**config.mk**
```make
export PLATFORM = sky130hd
export DESIGN_NAME = sdio_rx_block_assembler
export DESIGN_NICKNAME = d
export VERILOG_FILES = /design/src/rtl/sdio_rx_block_assembler.sv
export SDC_FILE = /design/constraint.sdc
export NUM_CORES = 1
export LEC_CHECK = 0
export CAP_MARGIN = 10
export CORE_MARGIN = 1
export CORE_UTILIZATION = 59
export DETAILED_ROUTE_END_ITERATION = 8
export PLACE_DENSITY = 0.82
export SLEW_MARGIN = 10
export SYNTH_ARGS = -nofsm -noshare
export SYNTH_HDL_FRONTEND = slang
export SYNTH_SLANG_ARGS = --single-unit
```
**constraint.sdc**
```tcl
create_clock -name sd_clk -period 3.8 [get_ports sd_clk]
set_input_delay 0.38 -clock sd_clk [delete_from_list [all_inputs] [get_ports sd_clk]]
set_output_delay 0.38 -clock sd_clk [all_outputs]
set_load 0.02 [all_outputs]
```
**src/rtl/sdio_rx_block_assembler.sv**
```systemverilog
// SD DAT[3:0] receive assembler: start detect, byte assembly, per-line CRC16 and end-bit check.
// Optional feature macro: SDIO_RX_CRC_EN builds the four CRC16 line checkers; otherwise crc_err is 0.
module sdio_rx_block_assembler #(
  parameter int BLOCK_BYTES = 512,
  parameter int TIMEOUT_CYC = 65535
) (
  input  logic       sd_clk,
  input  logic       sd_rst,
  input  logic       rx_en,
  input  logic [3:0] nib_in,
  input  logic       nib_valid,
  input  logic       out_ready,
  output logic [7:0] out_data,
  output logic       out_valid,
  output logic       out_last,
  output logic       blk_done,
  output logic       busy,
  output logic       crc_err,
  output logic       end_err,
  output logic       timeout_err,
  output logic       ovf_err
);

  localparam int NW = $clog2(2*BLOCK_BYTES+16);
  localparam int TW = $clog2(TIMEOUT_CYC+1);
  localparam logic [NW-1:0] LAST_DATA_NIB = NW'(2*BLOCK_BYTES-1);
  localparam logic [NW-1:0] LAST_CRC_NIB  = NW'(2*BLOCK_BYTES+15);
  localparam logic [TW-1:0] TIMEOUT_VAL   = TW'(TIMEOUT_CYC);

  typedef enum logic [2:0] {
    S_IDLE,
    S_WAIT_START,
    S_DATA,
    S_CRC,
    S_END,
    S_DONE
  } state_t;

  state_t        state_q;
  logic [NW-1:0] nib_q;
  logic [TW-1:0] tcnt_q;
  logic [3:0]    hi_q;
  logic [7:0]    out_data_q;
  logic          out_valid_q;
  logic          out_last_q;
  logic          blk_done_q;
  logic          end_err_q;
  logic          timeout_err_q;
  logic          ovf_err_q;

  logic [7:0]    byte_d;
  logic [TW-1:0] tcnt_d;
  logic          handshake;

  assign byte_d    = {hi_q, nib_in};
  assign tcnt_d    = tcnt_q + TW'(1);
  assign handshake = out_valid_q && out_ready;

  // Counters stop at their terminal values; the state change is what ends each phase.
  always_ff @(posedge sd_clk) begin
    if (sd_rst) begin
      state_q       <= S_IDLE;
      nib_q         <= '0;
      tcnt_q        <= '0;
      hi_q          <= '0;
      out_data_q    <= '0;
      out_valid_q   <= 1'b0;
      out_last_q    <= 1'b0;
      blk_done_q    <= 1'b0;
      end_err_q     <= 1'b0;
      timeout_err_q <= 1'b0;
      ovf_err_q     <= 1'b0;
    end else begin
      blk_done_q <= 1'b0;
      if (handshake) begin
        out_valid_q <= 1'b0;
        out_last_q  <= 1'b0;
      end
      case (state_q)
        S_IDLE: begin
          if (rx_en) begin
            end_err_q     <= 1'b0;
            timeout_err_q <= 1'b0;
            ovf_err_q     <= 1'b0;
            nib_q         <= '0;
            tcnt_q        <= '0;
            state_q       <= S_WAIT_START;
          end
        end
        S_WAIT_START: begin
          tcnt_q <= tcnt_d;
          if (nib_valid && (nib_in == 4'h0)) begin
            state_q <= S_DATA;
          end else if (tcnt_d == TIMEOUT_VAL) begin
            timeout_err_q <= 1'b1;
            state_q       <= S_IDLE;
          end
        end
        S_DATA: begin
          if (nib_valid) begin
            if (!nib_q[0]) begin
              hi_q <= nib_in;
            end else if (out_valid_q && !out_ready) begin
              ovf_err_q <= 1'b1;
            end else begin
              out_data_q  <= byte_d;
              out_valid_q <= 1'b1;
              out_last_q  <= (nib_q == LAST_DATA_NIB);
            end
            nib_q <= nib_q + NW'(1);
            if (nib_q == LAST_DATA_NIB) begin
              state_q <= S_CRC;
            end
          end
        end
        S_CRC: begin
          if (nib_valid) begin
            if (nib_q == LAST_CRC_NIB) begin
              state_q <= S_END;
            end else begin
              nib_q <= nib_q + NW'(1);
            end
          end
        end
        S_END: begin
          if (nib_valid) begin
            if (nib_in != 4'hF) begin
              end_err_q <= 1'b1;
            end
            blk_done_q <= 1'b1;
            state_q    <= S_DONE;
          end
        end
        S_DONE: begin
          state_q <= S_IDLE;
        end
        default: begin
          state_q <= S_IDLE;
        end
      endcase
    end
  end

`ifdef SDIO_RX_CRC_EN
  logic [15:0] crc_q [4];
  logic [15:0] crc_d [4];
  logic        crc_mis;
  logic        crc_err_q;

  // During the CRC phase each register is shifted out MSB-first against the received line bit.
  always_comb begin
    crc_mis = 1'b0;
    for (int i = 0; i < 4; i++) begin
      crc_d[i] = {crc_q[i][14:0], 1'b0} ^ ((crc_q[i][15] ^ nib_in[i]) ? 16'h1021 : 16'h0000);
      if (crc_q[i][15] != nib_in[i]) begin
        crc_mis = 1'b1;
      end
    end
  end

  always_ff @(posedge sd_clk) begin
    if (sd_rst) begin
      for (int i = 0; i < 4; i++) begin
        crc_q[i] <= '0;
      end
      crc_err_q <= 1'b0;
    end else begin
      case (state_q)
        S_IDLE: begin
          if (rx_en) begin
            for (int i = 0; i < 4; i++) begin
              crc_q[i] <= '0;
            end
            crc_err_q <= 1'b0;
          end
        end
        S_DATA: begin
          if (nib_valid) begin
            for (int i = 0; i < 4; i++) begin
              crc_q[i] <= crc_d[i];
            end
          end
        end
        S_CRC: begin
          if (nib_valid) begin
            if (crc_mis) begin
              crc_err_q <= 1'b1;
            end
            for (int i = 0; i < 4; i++) begin
              crc_q[i] <= {crc_q[i][14:0], 1'b0};
            end
          end
        end
        default: begin
        end
      endcase
    end
  end

  assign crc_err = crc_err_q;
`else
  assign crc_err = 1'b0;
`endif

  assign out_data    = out_data_q;
  assign out_valid   = out_valid_q;
  assign out_last    = out_last_q;
  assign blk_done    = blk_done_q;
  assign busy        = (state_q != S_IDLE);
  assign end_err     = end_err_q;
  assign timeout_err = timeout_err_q;
  assign ovf_err     = ovf_err_q;

endmodule

```
==> impl_metrics.toml <==
[pwr]
p_total_mw = 1.19
vdd_drop_max_mv = 0.239
p_clk_share_pct = 32.0
switching_power_mw = 0.391
pwr-share-comb_pct = 21.7
pwr_density_cell_nw_per_um2 = 427
p_seq_share_pct = 46.3
sw_frac_of_total_pct = 32.7
p_leak_nw = 0.965
intPower_mw = 0.803

[floorplanning]
die_area_um2 = 4440
rows = 23
io_pins = 25
core_area_um2 = 4000
die_width_um = 66.6
dieHeight_um = 66.6
start_util_pct = 61.6

[logic_synthesis]
syn_area_um2 = 2460
synthXorXnorAreaFrac_pct = 1.42
ys_seq_area_share_pct = 39.0
yosysWarnings = 0
synth_top_family_by_area = "simple AND/OR/NAND/NOR gates"
syn_nets = 317
synth_compound_area_share_pct = 18.4
muxShareOfSynthArea_pct = 6.91
ys_ff_latch = 48
synth_flop_cell = "dfxtp_1"
postSynth.asyncResetShare_pct = 0
synthSimpleGateAreaFrac_pct = 28.5
syn_avg_cell_area_um2 = 8.08
synth_cell_types = 50
synth_edf_count = 0
netlist_instances = 305
synthAdderAreaFrac_pct = 1.52

[drt]
drc = 0
top_layer = "met4"
drt_pre_antenna_iters = 5
dr_wl_met2_mm = 2.37
drtIter0Drc = 178
detailroute.via_count = 2311
drt-vias-per-instance = 6.25
drt-total-wl_mm = 5.38
drt-met1-wl_mm = 2.63
wl_met3_um = 317
wl_per_cell_um = 14.5
ant_nets = 0

[global_route]
grt_max_degree = 31
grt_use_total_pct = 25.5
grt_pass1_vias = 1910
overflow = 0
grt_pass1_wl_mm = 8.67
grt_antenna_before_repair = 0

[critical_path]
endpoint = "tcnt_q[14]"
worst-r2r-setup-slack_ns = 1.47
cp-end-kind = "flop"
crit_required_ns = 4.01
cp.arrival_ns = 2.54
r2r_start = "tcnt_q[0]"
worstRegToRegCells = 6
path_max_fanout = 8
critPathKind = "flop to flop"
r2r_end = "tcnt_q[14]"
cp-startpoint = "tcnt_q[0]"
critPathLaunchType = "flop"

[placement]
dp_hpwl_mm = 3.62
portBuffers = 23
placed_cell_area_um2 = 2680
gp_congestion = 0.902
post-place-ws_ns = 1.49
dp_cells = 362

[finish]
finalNetCount = 331
layout-drive-gt1-share_pct = 5.63
layoutNonFillerInstCount = 370
postLayoutCellArea_um2 = 2800
areaGrowthSynthToFinish_pct = 13.6
antenna_cells = 0

[sta]
clock.fmax_mhz = 429
setup_viol = 0
rsz0062_at_grt = "no"
period_minus_slack_ns = 2.33
worst_slew_pin_slew_ns = 0.896
worst_slack_ns = 1.47
max_slew_margin_pct = 39.8
maxSlewViolCount = 0
finalCritPeriodShare_pct = 61.3
hold_viol = 0
timing.setup.tns_ns = 0
skew_ns = 0.0108

[cts]
clock_latency_ns = 0.31
postCtsSetupBuffers = 0
cts_resized = 0
clock_sinks = 48
hold_buffers = 0
clockBufferDepth = 2
cts_tree = "built"
clkTransAtPathRegs_ns = 0.10
cts_root_buffer = "clkbuf_8"
htreeDepth = 2
numCtsBuffers = 5

[run_status]
outcome = "complete, no violations"

[worst_hold_path]
min_path_type = "flop to flop"

[flow_run]
max-cap-violations = 0
==> critical path: stages, from the launching register on <==
cell and delay [ns]:
dfxtp_1 0.47, ha_1 0.34, nand3_1 0.29, or4_1 0.64
nor2_1 0.15, a31oi_1 0.10, a311oi_1 0.25
==> routing by layer <==
metal	track usage, %	vias up
li1	-	1141
met1	36.0	1085
met4	9.04	0
met2	37.6	79
met3	5.82	6
met5	0	-
==> power groups by stage <==
stage | logic (mW) | clock network, mW | registers, mW
5_1_grt | 0.298 | 0.401 | 0.559
3_3_place_gp | 0.250 | 0 | 0.563
6_report | 0.259 | 0.382 | 0.553
4_1_cts | 0.256 | 0.382 | 0.553
2_1_floorplan | 0.209 | 0 | 0.545
3_5_place_dp | 0.255 | 0 | 0.566
==> registers in the layout, indices dropped and copies added (netlist names) <==
signal,flops
tcnt_q,16
nib_q,11
out_data,8
hi_q,4
state_q,3
blk_done,1
end_err,1
out_last,1
out_valid,1
ovf_err,1
timeout_err,1
==> stage by stage <==
| step | hold WS, ns | util, % |
|---|---|---|
| finish | 0.473 | 69.9 |
| global route | 0.497 | 69.9 |
| CTS | 0.479 | 69.9 |
| detailed placement | 0.463 | 67.0 |
| global placement | 0.455 | 67.0 |
| floorplan | 0.449 | - |
==> placed cells by master (no fill, tap or decap), drive strengths merged, types with 2 or more instances in the layout <==
cell type      netlist  routed
a41oi                2       2
and2                 2       2
nor3b                2       2
nand2               26      26
inv                  5       5
a211oi               5       5
or3                  6       6
o21a                 2       2
clkdlybuf4s50        0      23
a31oi                2       2
nor4                 8       8
dfxtp               48      48
nor3                 9       9
o311a                2       2
a311oi               5       5
o21ai               16      16
a22oi                3       3
nand3               12      12
mux2i               17      17
nand4               10      10
ha                   3       3
nor2b                2       2
clkinv               0       2
nor2                47      47
clkbuf              12       5
or4                  2       2
a21oi               26      26
nand2b               8       8
xor2                 3       3
==> cell families after synthesis <==
family | count (synthesis)
flip-flops | 48
AO/OA/AOI/OAI | 71
multiplexers | 17
adder cells (fa/ha/maj) | 3
buffers and inverters | 22
XOR/XNOR | 4
AND/OR/NAND/NOR | 139
other | 1
==> synth_stat cells (all sizes together) (2+ instances only) <==
library cell / instances / area share, %
a211oi: 5 / 1.5
a21oi: 26 / 5.3
a22oi: 3 / 0.91
a311oi: 5 / 1.8
a31oi: 2 / 0.51
a41oi: 2 / 0.71
and2: 2 / 0.51
buf: 5 / 1.5
clkbuf: 12 / 1.9
dfxtp: 48 / 39
ha: 3 / 1.5
inv: 5 / 0.76
mux2i: 17 / 6.9
nand2: 26 / 4.0
nand2b: 8 / 2.0
nand3: 12 / 2.4
nand4: 10 / 2.5
nor2: 47 / 7.2
nor2b: 2 / 0.51
nor3: 9 / 1.8
nor3b: 2 / 0.81
nor4: 8 / 2.3
o21a: 2 / 0.61
o21ai: 16 / 3.3
o311a: 2 / 0.81
or3: 6 / 1.7
or4: 2 / 0.61
xor2: 3 / 1.1
==> how the worst min path moves through the flow <==
stage,from,to,depth (start not counted)
finish,end_err,end_err,2
global route,end_err,end_err,2
CTS,end_err,end_err,2
detailed placement,end_err,end_err,2
global placement,ovf_err,ovf_err,2
floorplan,tcnt_q[14],tcnt_q[14],1
==> final cells by class <==
| type | instances | area (um^2) |
|---|---|---|
| inverter | 5 | 18.8 |
| fill | 306 | 1200 |
| tap | 50 | 62.6 |
| timing repair buffer | 24 | 238 |
| clock buffer | 5 | 68.8 |
| sequential | 48 | 961 |
| clock inverter | 3 | 47.5 |
| multi-input combinational | 235 | 1400 |
(Power assumes the default switching activity.)
